===== config.mk =====
export PLATFORM = sky130hd
export DESIGN_NAME = cmd_encoder_flat
export DESIGN_NICKNAME = d
export VERILOG_FILES = /design/src/rtl/cmd_encoder_if.sv /design/src/rtl/cmd_encoder.sv /design/src/flat_wrapper.sv
export SDC_FILE = /design/constraint.sdc
export NUM_CORES = 1
export LEC_CHECK = 0
export ABC_AREA = 1
export BUFFER_PORTS_ARGS = -buffer_cell sky130_fd_sc_hd__buf_2
export CORE_ASPECT_RATIO = 0.6
export CORE_UTILIZATION = 30
export DETAILED_ROUTE_END_ITERATION = 10
export GPL_ROUTABILITY_DRIVEN = 0
export PLACE_DENSITY = 0.46
export SLEW_MARGIN = 20
export SYNTH_ARGS = -nofsm -noshare
export SYNTH_HDL_FRONTEND = slang
export SYNTH_SLANG_ARGS = --single-unit

===== constraint.sdc =====
create_clock -name clk -period 5.56 [get_ports clk]
set_input_delay 0 -clock clk [delete_from_list [all_inputs] [get_ports clk]]
set_output_delay 0 -clock clk [all_outputs]
set_load 0.02 [all_outputs]

===== src/rtl/cmd_encoder_if.sv =====
// Request/UART handshake bundle for cmd_encoder.
// The testbench drives the master side and the encoder is the slave.
interface cmd_encoder_if;
   logic       req_valid;
   logic       req_ready;
   logic [7:0] src1;
   logic [7:0] src2;
   logic [4:0] operator;
   logic [3:0] data_type;
   logic       uin_ready;
   logic [7:0] uart_out;
   logic       uout_valid;
   logic       cmd_done;

   modport master (
      output req_valid, src1, src2, operator, data_type, uin_ready,
      input  req_ready, uart_out, uout_valid, cmd_done
   );

   modport slave (
      input  req_valid, src1, src2, operator, data_type, uin_ready,
      output req_ready, uart_out, uout_valid, cmd_done
   );
endinterface


===== src/rtl/cmd_encoder.sv =====
// Formats "src1 op src2<eol>" as an ASCII byte stream in hex or decimal.
// Define CMD_ENCODER_CRLF_EN to end each frame with CR LF instead of LF.
module cmd_encoder (
   input  logic         clk,
   input  logic         n_rst,
   cmd_encoder_if.slave bus
);

   localparam logic [0:0] IDLE = 1'b0;
   localparam logic [0:0] SEND = 1'b1;

`ifdef CMD_ENCODER_CRLF_EN
   localparam int EOL_LEN = 2;
`else
   localparam int EOL_LEN = 1;
`endif
   localparam logic [3:0] HEX_LAST = 4'(6 + EOL_LEN);
   localparam logic [3:0] DEC_LAST = 4'(8 + EOL_LEN);

   logic [0:0] state_q;
   logic [3:0] idx_q;
   logic       valid_q;
   logic       done_q;
   logic       ready_q;
   logic [7:0] s1_q;
   logic [7:0] s2_q;
   logic [4:0] op_q;
   logic       dec_q;

   logic [7:0] frame [0:15];
   logic [7:0] op_char;
   logic [3:0] last_idx;
   logic [3:0] eol_pos;
   logic [7:0] s1_hun, s1_ten, s1_one;
   logic [7:0] s2_hun, s2_ten, s2_one;

   function automatic logic [7:0] hex_char(input logic [3:0] n);
      return (n < 4'd10) ? 8'h30 + {4'h0, n} : 8'h37 + {4'h0, n};
   endfunction

   // Digit extraction works only from the captured operands, never the live inputs.
   assign s1_hun = s1_q / 8'd100;
   assign s1_ten = (s1_q / 8'd10) % 8'd10;
   assign s1_one = s1_q % 8'd10;
   assign s2_hun = s2_q / 8'd100;
   assign s2_ten = (s2_q / 8'd10) % 8'd10;
   assign s2_one = s2_q % 8'd10;

   assign last_idx = dec_q ? DEC_LAST : HEX_LAST;

   always_comb begin
      case (op_q)
         5'd0:    op_char = 8'h2B;
         5'd1:    op_char = 8'h2D;
         5'd2:    op_char = 8'h2A;
         5'd3:    op_char = 8'h2F;
         5'd4:    op_char = 8'h26;
         5'd5:    op_char = 8'h7C;
         5'd6:    op_char = 8'h5E;
         default: op_char = 8'h3F;
      endcase
   end

   always_comb begin
      // NOTE: every entry gets a default first so the variable-index writes below cannot infer latches.
      frame = '{default: 8'h00};
      if (dec_q) begin
         frame[0] = 8'h30 + s1_hun;
         frame[1] = 8'h30 + s1_ten;
         frame[2] = 8'h30 + s1_one;
         frame[3] = 8'h20;
         frame[4] = op_char;
         frame[5] = 8'h20;
         frame[6] = 8'h30 + s2_hun;
         frame[7] = 8'h30 + s2_ten;
         frame[8] = 8'h30 + s2_one;
         eol_pos  = 4'd9;
      end else begin
         frame[0] = hex_char(s1_q[7:4]);
         frame[1] = hex_char(s1_q[3:0]);
         frame[2] = 8'h20;
         frame[3] = op_char;
         frame[4] = 8'h20;
         frame[5] = hex_char(s2_q[7:4]);
         frame[6] = hex_char(s2_q[3:0]);
         eol_pos  = 4'd7;
      end
`ifdef CMD_ENCODER_CRLF_EN
      frame[eol_pos]        = 8'h0D;
      frame[eol_pos + 4'd1] = 8'h0A;
`else
      frame[eol_pos]        = 8'h0A;
`endif
   end

   // NOTE: state uses non-blocking assignments so every register samples pre-edge values.
   always_ff @(posedge clk or negedge n_rst) begin
      if (!n_rst) begin
         state_q <= IDLE;
         idx_q   <= 4'd0;
         valid_q <= 1'b0;
         done_q  <= 1'b0;
         ready_q <= 1'b0;
         // NOTE: operand registers are reset too so uart_out is defined from the first cycle.
         s1_q    <= 8'h00;
         s2_q    <= 8'h00;
         op_q    <= 5'd0;
         dec_q   <= 1'b0;
      end else begin
         done_q <= 1'b0;
         case (state_q)
            IDLE: begin
               if (bus.req_valid && ready_q) begin
                  s1_q    <= bus.src1;
                  s2_q    <= bus.src2;
                  op_q    <= bus.operator;
                  dec_q   <= (bus.data_type == 4'd1);
                  idx_q   <= 4'd0;
                  valid_q <= 1'b1;
                  ready_q <= 1'b0;
                  state_q <= SEND;
               end else begin
                  ready_q <= 1'b1;
               end
            end
            SEND: begin
               if (bus.uin_ready) begin
                  if (idx_q == last_idx) begin
                     idx_q   <= 4'd0;
                     valid_q <= 1'b0;
                     done_q  <= 1'b1;
                     state_q <= IDLE;
                  end else begin
                     idx_q <= idx_q + 4'd1;
                  end
               end
            end
            default: state_q <= IDLE;
         endcase
      end
   end

   assign bus.uart_out   = valid_q ? frame[idx_q] : 8'h00;
   assign bus.uout_valid = valid_q;
   assign bus.req_ready  = ready_q;
   assign bus.cmd_done   = done_q;

endmodule


===== src/flat_wrapper.sv =====
// flat-port wrapper written by rule: the top's interface ports become plain ports
module cmd_encoder_flat 
  (clk, n_rst, bus_req_valid, bus_src1, bus_src2, bus_operator, bus_data_type, bus_uin_ready, bus_req_ready, bus_uart_out, bus_uout_valid, bus_cmd_done);
  cmd_encoder_if bus_i ();
  input  logic clk;
  input  logic n_rst;
  input wire logic [$bits(bus_i.req_valid)-1:0] bus_req_valid;
  input wire logic [$bits(bus_i.src1)-1:0] bus_src1;
  input wire logic [$bits(bus_i.src2)-1:0] bus_src2;
  input wire logic [$bits(bus_i.operator)-1:0] bus_operator;
  input wire logic [$bits(bus_i.data_type)-1:0] bus_data_type;
  input wire logic [$bits(bus_i.uin_ready)-1:0] bus_uin_ready;
  output wire logic [$bits(bus_i.req_ready)-1:0] bus_req_ready;
  output wire logic [$bits(bus_i.uart_out)-1:0] bus_uart_out;
  output wire logic [$bits(bus_i.uout_valid)-1:0] bus_uout_valid;
  output wire logic [$bits(bus_i.cmd_done)-1:0] bus_cmd_done;
  assign bus_i.req_valid = bus_req_valid;
  assign bus_i.src1 = bus_src1;
  assign bus_i.src2 = bus_src2;
  assign bus_i.operator = bus_operator;
  assign bus_i.data_type = bus_data_type;
  assign bus_i.uin_ready = bus_uin_ready;
  assign bus_req_ready = bus_i.req_ready;
  assign bus_uart_out = bus_i.uart_out;
  assign bus_uout_valid = bus_i.uout_valid;
  assign bus_cmd_done = bus_i.cmd_done;
  cmd_encoder u_core (.clk(clk), .n_rst(n_rst), .bus(bus_i));
endmodule

== Word-level counts from Yosys, hierarchy flattened ==
Cells that the tools add are included.
Storage, ports and cells
  input port bits: 29
  memories kept: 0
  RAM bits: 0
  flip-flop bits (word level): 30
  ROM bits: 0
  latch bits: 0
  logic and storage cells: 92
  output and inout bits: 11
Operators by class
  bitwise logic cells: 6
  multiplexer cells: 30
  magnitude comparators: 7
  multiply operators: 0
  shift operators: 0
  divide/modulo/power cells: 8
  add/sub/neg operators: 15
  eq/ne operators: 11
  reduce and logical (&&, ||, !) cells: 6
Operator list (count)
  96-bit bitwise AND: 1
  96-bit inverter: 1
  8-bit two-way mux: 8
  6-bit by 4-bit adder with 7-bit output, first input constant: 8
  56-bit two-way mux: 1
  7-bit case mux with 7 select lines: 1
  6-bit by 8-bit adder with 8-bit output, first input constant: 6
  8-bit binary-select mux with 4-bit select: 1
  8-bit demux with 4-bit select: 1
  8-bit by 4-bit remainder unit with 8-bit output, second input constant: 4
  32-bit OR: 1
  8-bit by 4-bit divider with 8-bit output, second input constant: 2
  8-bit by 7-bit divider with 8-bit output, second input constant: 2
  4-bit less-than comparator, second input constant: 4
  16-bit two-way mux: 1
  4-bit two-way mux: 4
  5-bit by 3-bit == test with 1-bit output, second input constant: 3
  5-bit by 2-bit == test with 1-bit output, second input constant: 2
  5-bit >= comparator, second input constant: 2
  1-bit two-way mux: 10
  4-bit inverter with 5-bit output: 2
  4-bit case mux with 2 select lines: 1
  5-bit by 1-bit == test with 1-bit output, second input constant: 1
  5-bit logical NOT: 1
  11 further kinds: 15

== Logic depth before layout (Yosys ltp) ==
Gate-level depths: netlist of run 1.
  depth after elaboration: 12
  mapped depth: 41
  gate-level depth less buffers: 41

== Least setup slack after synthesis of run 1 ==
Ideal clock, no wire load.
  kind: register -> output
  from: register u_core.s1_q[4]
  to: output bus_uart_out[5]
  stages on the path, launching flop included: 36
  data arrival time: 4.311 ns
  path buffers: 0
  required time: 5.560 ns
  setup slack: 1.249 ns
  cells stage by stage: dfrtp_1 inv_1 ha_1 nor2_1 nand2_2 nand3_1 nand3_2 nand2_2 nand2_2 nand2_2 nand3_2 nand2_4 inv_2 nand2_1 inv_2 a21oi_4 nand2_4 nand2_2 nand3_2 nand2_2 nand4_4 nand2_4 nand2_1 nand2_2 inv_1 ha_1 nand3_1 nand4_1 nand2_1 nand2_1 ha_1 nand2_1 nand2_1 o31ai_1 o32ai_1 a21oi_1
Between the ends
  cells in the longest elaborated chain, start to end: 9
  elaborated cells on any way between the ends: 17
  classes of those cells: add/sub: 5; div: 4; order compare: 1; mux: 6; bitwise: 1
RTL lines
  start: declaration: RTL line cmd_encoder.sv:25  | logic [7:0] s1_q;
  start signal: assignment: RTL line cmd_encoder.sv:114  | s1_q <= bus.src1;
  8-bit by 4-bit divider with 8-bit output: RTL line cmd_encoder.sv:43  | assign s1_ten = (s1_q / 8'd10) % 8'd10;
  8-bit by 4-bit remainder unit with 8-bit output: RTL line cmd_encoder.sv:43
  6-bit by 8-bit adder with 8-bit output: RTL line cmd_encoder.sv:69  | frame[1] = 8'h30 + s1_ten;
  56-bit two-way mux *: RTL line cmd_encoder.sv:67  | if (dec_q) begin
  96-bit bitwise AND (no line) *
  8-bit binary-select mux with 4-bit select *: RTL line cmd_encoder.sv:143  | assign bus.uart_out = valid_q ? frame[idx_q] : 8'h00;
  8-bit two-way mux (not written as such) * (2 in a row): RTL line cmd_encoder.sv:143
  8-bit two-way mux *: RTL line cmd_encoder.sv:143
  end: declaration: RTL line flat_wrapper.sv:14  | output wire logic [$bits(bus_i.uart_out)-1:0] bus_uart_out;
Mark *: on every way between the ends. The rest lies on a longest branch, timed or not. The select of a mux whose other input is x is not followed.

== Worst setup path after layout of run 1 ==
  from: register u_core.s2_q[4]
  to: output bus_uart_out[5]
Between the ends
  cells in the longest elaborated chain, start to end: 9
  elaborated cells on any way between the ends: 18
  classes of those cells: add/sub: 5; div: 4; order compare: 1; mux: 7; bitwise: 1
RTL lines
  start: declaration: RTL line cmd_encoder.sv:26  | logic [7:0] s2_q;
  start signal: assignment: RTL line cmd_encoder.sv:115  | s2_q <= bus.src2;
  8-bit by 4-bit divider with 8-bit output: RTL line cmd_encoder.sv:46  | assign s2_ten = (s2_q / 8'd10) % 8'd10;
  8-bit by 4-bit remainder unit with 8-bit output: RTL line cmd_encoder.sv:46
  6-bit by 8-bit adder with 8-bit output: RTL line cmd_encoder.sv:75  | frame[7] = 8'h30 + s2_ten;
  16-bit two-way mux: RTL line cmd_encoder.sv:67
  96-bit bitwise AND (no line) *
  8-bit binary-select mux with 4-bit select *: RTL line cmd_encoder.sv:143
  8-bit two-way mux (not written as such) * (2 in a row): RTL line cmd_encoder.sv:143
  8-bit two-way mux *: RTL line cmd_encoder.sv:143
Marked as above.

==> flow_metrics.env, run 1 <==
export IMPL_place_hpwl_mm=11.7
export IMPL_rsz0062_at_grt="no"
export IMPL_place_area_mm2=0.00473
export IMPL_ys_seq_area_frac=0.173
export IMPL_insertion_delay_ns=0.27
export IMPL_timing_fmax_mhz=195
export IMPL_drtIter0Drc=420
export IMPL_place_ws_ns=0.313
export IMPL_criticalPathCategory="register to output port"
export IMPL_whs_ns=0.0228
export IMPL_ys_async_sr_fraction=1.00
export IMPL_syn_area_per_cell_um2=6.04
export IMPL_drv_cap=0
export IMPL_synthTopCellsByArea="dfrtp_1 17%, nand2_1 16%, inv_1 8.5%"
export IMPL_synth_top_area_cell="dfrtp_1"
export IMPL_fin_crit_sh=0.924
export IMPL_synth_top_flop_cell="dfrtp_1"
export IMPL_finalSetupViolations=0
export IMPL_synth_edf_count=0
export IMPL_cts_made_buffers=5
export IMPL_path_clk_slew_ns=0.05
export IMPL_hold_viol=0
export IMPL_slew_viol_final=0
export IMPL_ys_ff_latch=30
export IMPL_fin_tns_setup_ns=0
export IMPL_syn_nets=775
export IMPL_clock_sinks=30
export IMPL_nNetsFinal=841
export IMPL_arrival_ns=5.14
export IMPL_root_buffer="clkbuf_16"
export IMPL_portBuffers=39
export IMPL_cts_htree_levels=2
export IMPL_grt_pass1_vias=4457
export IMPL_final_cell_area_mm2=0.00523
export IMPL_drt_total_wl_mm=14.8
export IMPL_antennaDiodeCount=0
export IMPL_grt_remaining_overflow=0
export IMPL_critPathLaunchType="register"
export IMPL_rr_worst_depth=8
export IMPL_crit_slowest_cell="dfrtp_2"
export IMPL_grt_max_degree=31
export IMPL_final_setup_worst_slack_ns=0.424
export IMPL_grt_usage=0.202
export IMPL_timing_rr_start="u_core.idx_q[0]"
export IMPL_yosysWarnings=0
export IMPL_fillers=1525
export IMPL_initial_core_util=0.313
export IMPL_tightest_slew_ns=0.809
export IMPL_drcViolationCount=0
export IMPL_routed_via_density=5.07
export IMPL_dieArea_mm2=0.0150
export IMPL_critPathMaxStageDelay_ns=0.43
export IMPL_core_mm2=0.0139
export IMPL_layout_drive_gt1_share=0.185
export IMPL_max_slew_margin=0.461
export IMPL_synth_top_cell_area_share=0.173
export IMPL_cp_required_ns=5.56
export IMPL_die_width_um=157
export IMPL_first_pass_iters=5
export IMPL_cts_buffer_depth=2
export IMPL_end_kind="output port"
export IMPL_drtAntennaViolNets=0
export IMPL_outcome="finished clean"
export IMPL_synthCells=719
export IMPL_hold_path_class="input port to register"
export IMPL_worstPathMaxFanout=12
export IMPL_rows=33
export IMPL_cts_tree="built"
export IMPL_fin_skew_ns=0.00608
export IMPL_layout_min_cycle_time_ns=5.14
export IMPL_syn_to_final_growth_pct=20.4
export IMPL_syn_area_mm2=0.00434
export IMPL_r2r_setup_slack_ns=2.55
export IMPL_fp_dieH_um=95.2
export IMPL_antenna_found_initial=1
export IMPL_cp_startpoint="u_core.s2_q[4]"
export IMPL_via_count=4947
export IMPL_ioPinCount=40
export IMPL_cpMostUsedCell="nand2_2"
export IMPL_wl_per_cell_um=15.2
export IMPL_hold_start="bus_uin_ready"
export IMPL_grt_pass1_wl_mm=23.5
export IMPL_hold_depth=4
export IMPL_ys_types=47
flip-flops by register name, indices dropped and copies added, names as in the netlist:
name                   cells
u_core.op_q                5
u_core.s1_q                8
u_core.bus.cmd_done        1
u_core.bus.uout_valid      1
u_core.state_q             1
u_core.idx_q               4
u_core.dec_q               1
u_core.bus.req_ready       1
u_core.s2_q                8
through the flow:
stage,instances,util
floorplan,719,-
global placement,938,0.341
detailed placement,938,0.341
CTS,966,0.367
global route,976,0.377
finish,976,0.377
layout by cell type, fill, tap and decap left out, drive strengths merged, types with 4 or more instances in the layout:
cell type and count:
clkbuf 6, inv 112, dlygate4sd3 22, nand2 232
nor2 43, ha 27, dfrtp 30, a21oi 47
clkinv 5, buf 51, nand4 11, o21ai 60
xor2 6, nand3 78, a221oi 4, xnor2 4
a31oi 8, o211ai 9
Yosys cell counts (all sizes together), types with 3 or more instances:
cell type,number
a21oi,47
a221oi,4
a31oi,8
buf,3
clkbuf,11
clkinv,5
dfrtp,30
ha,27
inv,113
nand2,232
nand3,78
nand4,11
nor2,43
nor3,3
o2111ai,3
o211ai,9
o21ai,60
o221ai,3
xnor2,4
xor2,6
cell type report:
cell class              count  area, um^2  area share
multi-input cells         557        3140       0.600
flip-flops and latches     30         753       0.144
inverters                 118         449      0.0859
repair buffers             73         508      0.0972
clock buffers               6         139      0.0266
well taps                 192         240      0.0460
cells by family (layout without fill, tap and decap cells):
kind of cell	after synthesis	count (layout)	share of synthesized area
AO/OA/AOI/OAI	149	149	0.204
XOR/XNOR	10	10	0.0202
adder cells (fa/ha/maj)	27	27	0.0778
buffers and inverters	132	197	0.116
flip-flops	30	30	0.173
AND/OR/NAND/NOR	371	371	0.409
final timing paths:
path                                    endpoint
hold reg to reg                   u_core.op_q[3]
setup reg to reg           u_core.bus.uout_valid
min in group asynchronous         u_core.s2_q[7]
setup / recovery                 bus_uart_out[5]
hold / removal                    u_core.state_q
max in group asynchronous         u_core.s1_q[4]
worst max-delay path, delay by kind of cell, from the launching register on:
family	cells	cell delay [ns]
AND/OR/NAND/NOR	23	2.37
AO/OA/AOI/OAI	4	0.86
adder cells (fa/ha/maj)	3	0.74
buffers and inverters	5	0.45
flip-flops	1	0.43
timing repair:
| item | CTS | global route |
|---|---|---|
| cloned | 0 | 0 |
| hold buffers | 22 | 0 |
| pin swaps | 0 | 3 |
| setup buffers | 0 | 10 |
| endpoints found under the hold margin | 51 | 0 |
| gates resized for setup | 1 | 16 |
| setup endpoints to repair | 1 | 2 |
metal layers:
| layer | track usage | wire [um] | vias up |
|---|---|---|---|
| met1 | 0.337 | 8490 | 2268 |
| li1 | - | - | 2492 |
| met3 | 0.0332 | 1070 | 13 |
| met2 | 0.259 | 5190 | 172 |
| met5 | 0 | 9 | - |
| met4 | 0.0259 | 80 | 2 |
Power of run 1 is left out: the tool's default activity adds up to more than one toggle a clock period on the data nets, which glitch-free logic cannot reach.
==> run 2, diff against run 1 <==
--- a/config.mk
+++ b/config.mk
@@ -6,5 +6,4 @@
 export NUM_CORES = 1
 export LEC_CHECK = 0
-export ABC_AREA = 1
 export BUFFER_PORTS_ARGS = -buffer_cell sky130_fd_sc_hd__buf_2
 export CORE_ASPECT_RATIO = 0.6
@@ -12,5 +11,5 @@
 export DETAILED_ROUTE_END_ITERATION = 10
 export GPL_ROUTABILITY_DRIVEN = 0
-export PLACE_DENSITY = 0.46
+export PLACE_DENSITY = 0.55
 export SLEW_MARGIN = 20
 export SYNTH_ARGS = -nofsm -noshare
==> constraint.sdc (replaced) <==
create_clock -name clk -period 5.56 [get_ports clk]
set_input_delay 0 -clock clk [delete_from_list [all_inputs] [get_ports clk]]
set_output_delay 0 -clock clk [all_outputs]
set_load 0.01 [all_outputs]
==> flow_metrics.env, run 2 <==
export IMPL_outcome="finished clean"
export IMPL_cpMostUsedCell="buf_4"
export IMPL_reg_top3="u_core.s1_q (8), u_core.s2_q (8), u_core.op_q (5)"
export IMPL_grt_remaining_overflow=0
export IMPL_arrival_ns=5.27
export IMPL_syn_area_per_cell_um2=7.23
export IMPL_path_delay_family="compound AO/OA/AOI/OAI gates"
export IMPL_syn_area_mm2=0.00497
export IMPL_final_common_cell="nand2_1"
export IMPL_synth_edf_count=0
export IMPL_synth_most_common_cell="nand2_1"
export IMPL_die_width_um=168
export IMPL_root_buffer="clkbuf_16"
export IMPL_initial_core_util=0.306
export IMPL_grtUsageMet3=0.0410
export IMPL_cts_tree="built"
export IMPL_finalSetupViolations=0
export IMPL_place_hpwl_mm=12.8
export IMPL_yosys_top_cells_count="62 x nand2_1, 58 x o21ai_0, 53 x nor2_1, 51 x a21oi_1, 47 x clkbuf_1"
export IMPL_drcViolationCount=0
export IMPL_end_kind="output port"
export IMPL_drt_total_wl_mm=16.6
export IMPL_insertion_delay_ns=0.27
export IMPL_layout_common_cells="62 x nand2_1, 58 x o21ai_0, 52 x nor2_1, 50 x a21oi_1, 39 x buf_2"
export IMPL_grt_max_degree=36
export IMPL_yosysWarnings=0
export IMPL_crit_slowest_cell="dfrtp_1"
export IMPL_synth_top_area_cell="dfrtp_1"
export IMPL_cp_required_ns=5.56
export IMPL_portBuffers=39
export IMPL_critPathLaunchType="register"
export IMPL_ys_seq_area_frac=0.151
export IMPL_tightest_slew_ns=0.970
export IMPL_layout_min_cycle_time_ns=5.27
export IMPL_fin_util=0.362
export IMPL_criticalPathCategory="register to output port"
export IMPL_cts_made_buffers=5
export IMPL_first_pass_iters=5
export IMPL_rows=36
export IMPL_drtIter0Drc=698
export IMPL_synthTopCellsByArea="dfrtp_1 15%, ha_1 6.8%, o21ai_0 5.8%"
export IMPL_fp_dieH_um=102
export IMPL_met2_usage=0.224
export IMPL_syn_nets=743
export IMPL_path_clk_slew_ns=0.05
export IMPL_fin_skew_ns=0.00556
export IMPL_slew_viol_final=0
export IMPL_max_slew_margin=0.353
export IMPL_routed_via_density=5.85
export IMPL_synthCells=687
export IMPL_critPathMaxStageDelay_ns=0.51
export IMPL_hold_viol=0
export IMPL_dieArea_mm2=0.0171
export IMPL_core_mm2=0.0162
export IMPL_multi_input_area_mm2=0.00394
export IMPL_synth_top_cell_area_share=0.151
export IMPL_clock_sinks=30
export IMPL_grt_pass1_vias=4670
export IMPL_grt_usage=0.195
export IMPL_drtAntennaViolNets=0
export IMPL_syn_to_final_growth_pct=18.3
export IMPL_via_count=5473
export IMPL_grt_pass1_wl_mm=26.6
export IMPL_ys_ff_latch=30
export IMPL_nNetsFinal=782
export IMPL_met1_usage=0.341
export IMPL_path_buf_inv=3
export IMPL_cts_htree_levels=2
export IMPL_wl_per_cell_um=17.8
export IMPL_antennaDiodeCount=0
export IMPL_cts_setup_buffers=0
export IMPL_ff_latch_area_um2=752
export IMPL_ioPinCount=40
export IMPL_grt_busiest_layer="met1"
export IMPL_synth_top_flop_cell="dfrtp_1"
export IMPL_hold_path_class="input port to register"
export IMPL_fillers=1676
export IMPL_worstPathMaxFanout=12
export IMPL_timing_fmax_mhz=190
export IMPL_fin_crit_sh=0.948
export IMPL_ys_async_sr_fraction=1.00
export IMPL_fin_tns_setup_ns=0
export IMPL_antenna_found_initial=1
export IMPL_cts_buffer_depth=2
export IMPL_ys_types=86
export IMPL_worstPathCellList="ha_2 > o21ai_1 > a211oi_2 > a211o_1 > buf_4 > o2111ai_1 > nand4_1 > buf_4 > nor4_1 > o2bb2ai_1 > or2_4 > a21o_4 > mux2_4 > ha_1 > nand2_1 > o211ai_1 > o21ai_0 > a211oi_1 > a311o_1 > a21oi_1 > buf_2"
export IMPL_drv_cap=0
export IMPL_layout_drive_gt1_share=0.190
-- run 2: area by class of cell --
| class | instances | area share |
|---|---|---|
| multi-input combinational | 568 | 0.671 |
| sequential | 30 | 0.128 |
| inverter | 32 | 0.0204 |
| clock buffer | 8 | 0.0283 |
| tap | 209 | 0.0445 |
| timing repair buffer | 89 | 0.108 |
-- run 2: kinds of logic (layout without fill, tap and decap cells) --
logic type      Yosys count  count (layout)  share of synthesized area
fa+ha+maj                29              29                     0.0720
flops                    30              30                      0.151
xor+xnor                 20              20                     0.0368
buf+inv                  89             129                     0.0715
mux                      28              28                     0.0640
compound gates          256             256                      0.361
simple gates            235             235                      0.243
-- run 2: timing repair --
| item | CTS | global route |
|---|---|---|
| hold buffers | 23 | 0 |
| setup endpoints to repair | 0 | 2 |
| endpoints found under the hold margin | 52 | 0 |
| gates resized for setup | 0 | 16 |
-- run 2: per-stage QoR --
stage	std cells	hold WS (ns)	area, um^2	setup WS [ns]
floorplan	687	-0.296	4970	0.466
detailed placement	905	0.0735	5400	0.432
CTS	936	0.00372	5800	0.134
finish	936	0.00676	5880	0.289
global route	936	0.0115	5880	-0.00353
global placement	904	0.0704	5390	0.530
-- run 2: routing by layer --
layer | up-vias | share of wire
li1 | 2661 | -
met1 | 2552 | 0.56
met3 | 8 | 0.11
met2 | 252 | 0.33
met5 | - | 0
met4 | 0 | 0.0032
-- run 2: path summary, 6_finish.rpt --
path                       slack [ns]             start  cells past startpoint                   end
setup / recovery                 0.29    u_core.s1_q[5]                     21       bus_uart_out[5]
hold / removal                  0.007  bus_data_type[3]                      3          u_core.dec_q
hold reg to reg                  0.56    u_core.state_q                      1  u_core.bus.req_ready
min in group asynchronous        0.30             n_rst                      2        u_core.s2_q[1]
setup reg to reg                 3.16   u_core.idx_q[1]                      8       u_core.idx_q[3]
max in group asynchronous        4.80             n_rst                      2        u_core.s2_q[5]
-- run 2: worst reg2reg max path: stages (launching register included) --
cell,delay [ns]
dfrtp_1,0.64
nor2_1,0.71
nand3_1,0.15
o31ai_1,0.14
nand2_1,0.12
nand3_1,0.17
a31oi_1,0.05
o21ai_0,0.17
o41ai_1,0.10
Power of run 2 is left out for the same reason.
==> run 3, diff against run 2 <==
Clock period 5.56 ns to 5.3 ns, I/O delays scaled along.
==> flow_metrics.env, run 3 (same netlist as run 2, synthesis figures left out) <==
export IMPL_routed_via_density=5.84
export IMPL_critPathMaxStageDelay_ns=0.82
export IMPL_worstPathMaxFanout=22
export IMPL_initial_core_util=0.306
export IMPL_tightest_slew_ns=0.945
export IMPL_arrival_ns=5.05
export IMPL_reg_top3="u_core.s1_q (8), u_core.s2_q (8), u_core.op_q (5)"
export IMPL_syn_to_final_growth_pct=20.7
export IMPL_drcViolationCount=0
export IMPL_grt_remaining_overflow=0
export IMPL_drtAntennaViolNets=0
export IMPL_outcome="finished clean"
export IMPL_wl_per_cell_um=17.8
export IMPL_hold_path_class="input port to register"
export IMPL_drt_total_wl_mm=17.0
export IMPL_rr_endpoint="u_core.idx_q[3]"
export IMPL_r2r_setup_slack_ns=2.99
export IMPL_cts_made_buffers=5
export IMPL_stdcell_count=953
export IMPL_timing_rr_start="u_core.idx_q[1]"
export IMPL_die_width_um=168
export IMPL_via_count=5569
export IMPL_cts_tree="built"
export IMPL_place_area_mm2=0.00542
export IMPL_cp_required_ns=5.30
export IMPL_grt_pass1_wl_mm=27.2
export IMPL_final_common_cell="nand2_1"
export IMPL_cts_htree_levels=2
export IMPL_fin_crit_sh=0.952
export IMPL_antenna_found_initial=0
export IMPL_place_ws_ns=0.330
export IMPL_layout_drive_gt1_share=0.214
export IMPL_cp_startpoint="u_core.s1_q[6]"
export IMPL_end_kind="output port"
export IMPL_core_mm2=0.0162
export IMPL_insertion_delay_ns=0.28
export IMPL_rows=36
export IMPL_numPlacedInstances=909
export IMPL_timing_fmax_mhz=198
export IMPL_nNetsFinal=799
export IMPL_grt_max_degree=36
export IMPL_critPathLaunchType="register"
export IMPL_cts_buffer_depth=2
export IMPL_max_slew_margin=0.370
export IMPL_final_setup_worst_slack_ns=0.255
export IMPL_clock_sinks=30
export IMPL_layout_common_cells="62 x nand2_1, 58 x o21ai_0, 52 x nor2_1, 50 x a21oi_1, 41 x buf_4"
export IMPL_fillers=1694
export IMPL_drv_cap=0
export IMPL_layout_min_cycle_time_ns=5.05
export IMPL_setup_worst_path_end="bus_uart_out[5]"
export IMPL_slew_viol_final=0
export IMPL_path_clk_slew_ns=0.06
export IMPL_antennaDiodeCount=0
export IMPL_hold_viol=0
export IMPL_criticalPathCategory="register to output port"
export IMPL_portBuffers=39
export IMPL_ioPinCount=40
export IMPL_grt_usage=0.200
export IMPL_grt_pass1_vias=4995
export IMPL_worstPathCellList="nor2b_1 > and2_1 > a211o_1 > buf_4 > o2111ai_1 > nand4_1 > nor2_1 > a21o_4 > xnor2_2 > buf_4 > a21o_4 > mux2_4 > ha_1 > nand2_1 > o211ai_1 > o21ai_0 > a211oi_1 > a311o_1 > a21oi_1 > buf_2"
export IMPL_rr_worst_depth=8
export IMPL_fp_dieH_um=102
export IMPL_crit_slowest_cell="dfrtp_1"
export IMPL_hold_depth=3
export IMPL_fin_skew_ns=0.00970
export IMPL_place_hpwl_mm=12.8
export IMPL_drtIter0Drc=662
export IMPL_final_cell_area_mm2=0.00600
export IMPL_finalSetupViolations=0
export IMPL_dieArea_mm2=0.0171
export IMPL_root_buffer="clkbuf_16"
export IMPL_first_pass_iters=5
export IMPL_fin_util=0.370
-- run 3: cell types whose count changed in the layout (fill, tap and decap cells not counted), sizes merged --
cell         before  now
and2             11   12
buf              66   80
bufinv            0    1
clkbuf            8    5
clkinv            1    3
dlygate4sd3      23   25
-- run 3: area by class of cell --
class | instances | area (um^2) | share of cell area
multi-input cells | 569 | 3950 | 0.658
repair buffers | 105 | 753 | 0.126
flip-flops and latches | 30 | 751 | 0.125
well taps | 209 | 262 | 0.0436
clock buffers | 5 | 125 | 0.0209
inverters | 32 | 120 | 0.0200
clock inverters | 3 | 40.0 | 0.00668
-- run 3: how the worst min path moves through the flow --
stage / startpoint / to / slack, ns
floorplan: n_rst / u_core.bus.cmd_done / -0.30
finish: bus_uin_ready / u_core.idx_q[0] / 0.08
global placement: n_rst / u_core.s2_q[1] / 0.07
detailed placement: n_rst / u_core.s2_q[1] / 0.08
CTS: bus_uin_ready / u_core.idx_q[0] / 0.07
global route: bus_uin_ready / u_core.idx_q[3] / 0.11
-- run 3: per-stage QoR --
step,hold slack (ns),setup TNS (ns)
after floorplan,-0.296,0
after global placement,0.0746,0
after detailed placement,0.0769,0
after CTS,0.0745,0
after global routing,0.107,-0.0120
final,0.0756,0
-- run 3: per-layer routing --
layer / share of wire / wire length, um / track usage / vias to the layer above
li1: - / - / - / 2699
met1: 0.54 / 9140 / 0.336 / 2601
met2: 0.35 / 5890 / 0.239 / 260
met3: 0.11 / 1840 / 0.0528 / 9
met4: 0.0050 / 85 / 0.0252 / 0
met5: 0 / 0 / 0 / -
-- run 3: worst max-delay path, delay by kind of cell (launching register included) --
kind,cells,cell delay (ns)
DFF,1,0.82
muxes,1,0.30
and+or+nand+nor,5,1.02
adders and majority gates,1,0.28
xor gates and xnor gates,1,0.14
AOI/OAI and AO/OA,9,1.68
buffers and inverters,3,0.51
-- run 3: repair_timing --
| action | CTS | global route |
|---|---|---|
| hold buffers | 25 | 0 |
| endpoints found under the hold margin | 53 | 0 |
| endpoints found under the setup margin | 0 | 2 |
| resized for setup | 0 | 18 |
| setup buffers | 0 | 10 |
Power of run 3 is left out for the same reason.
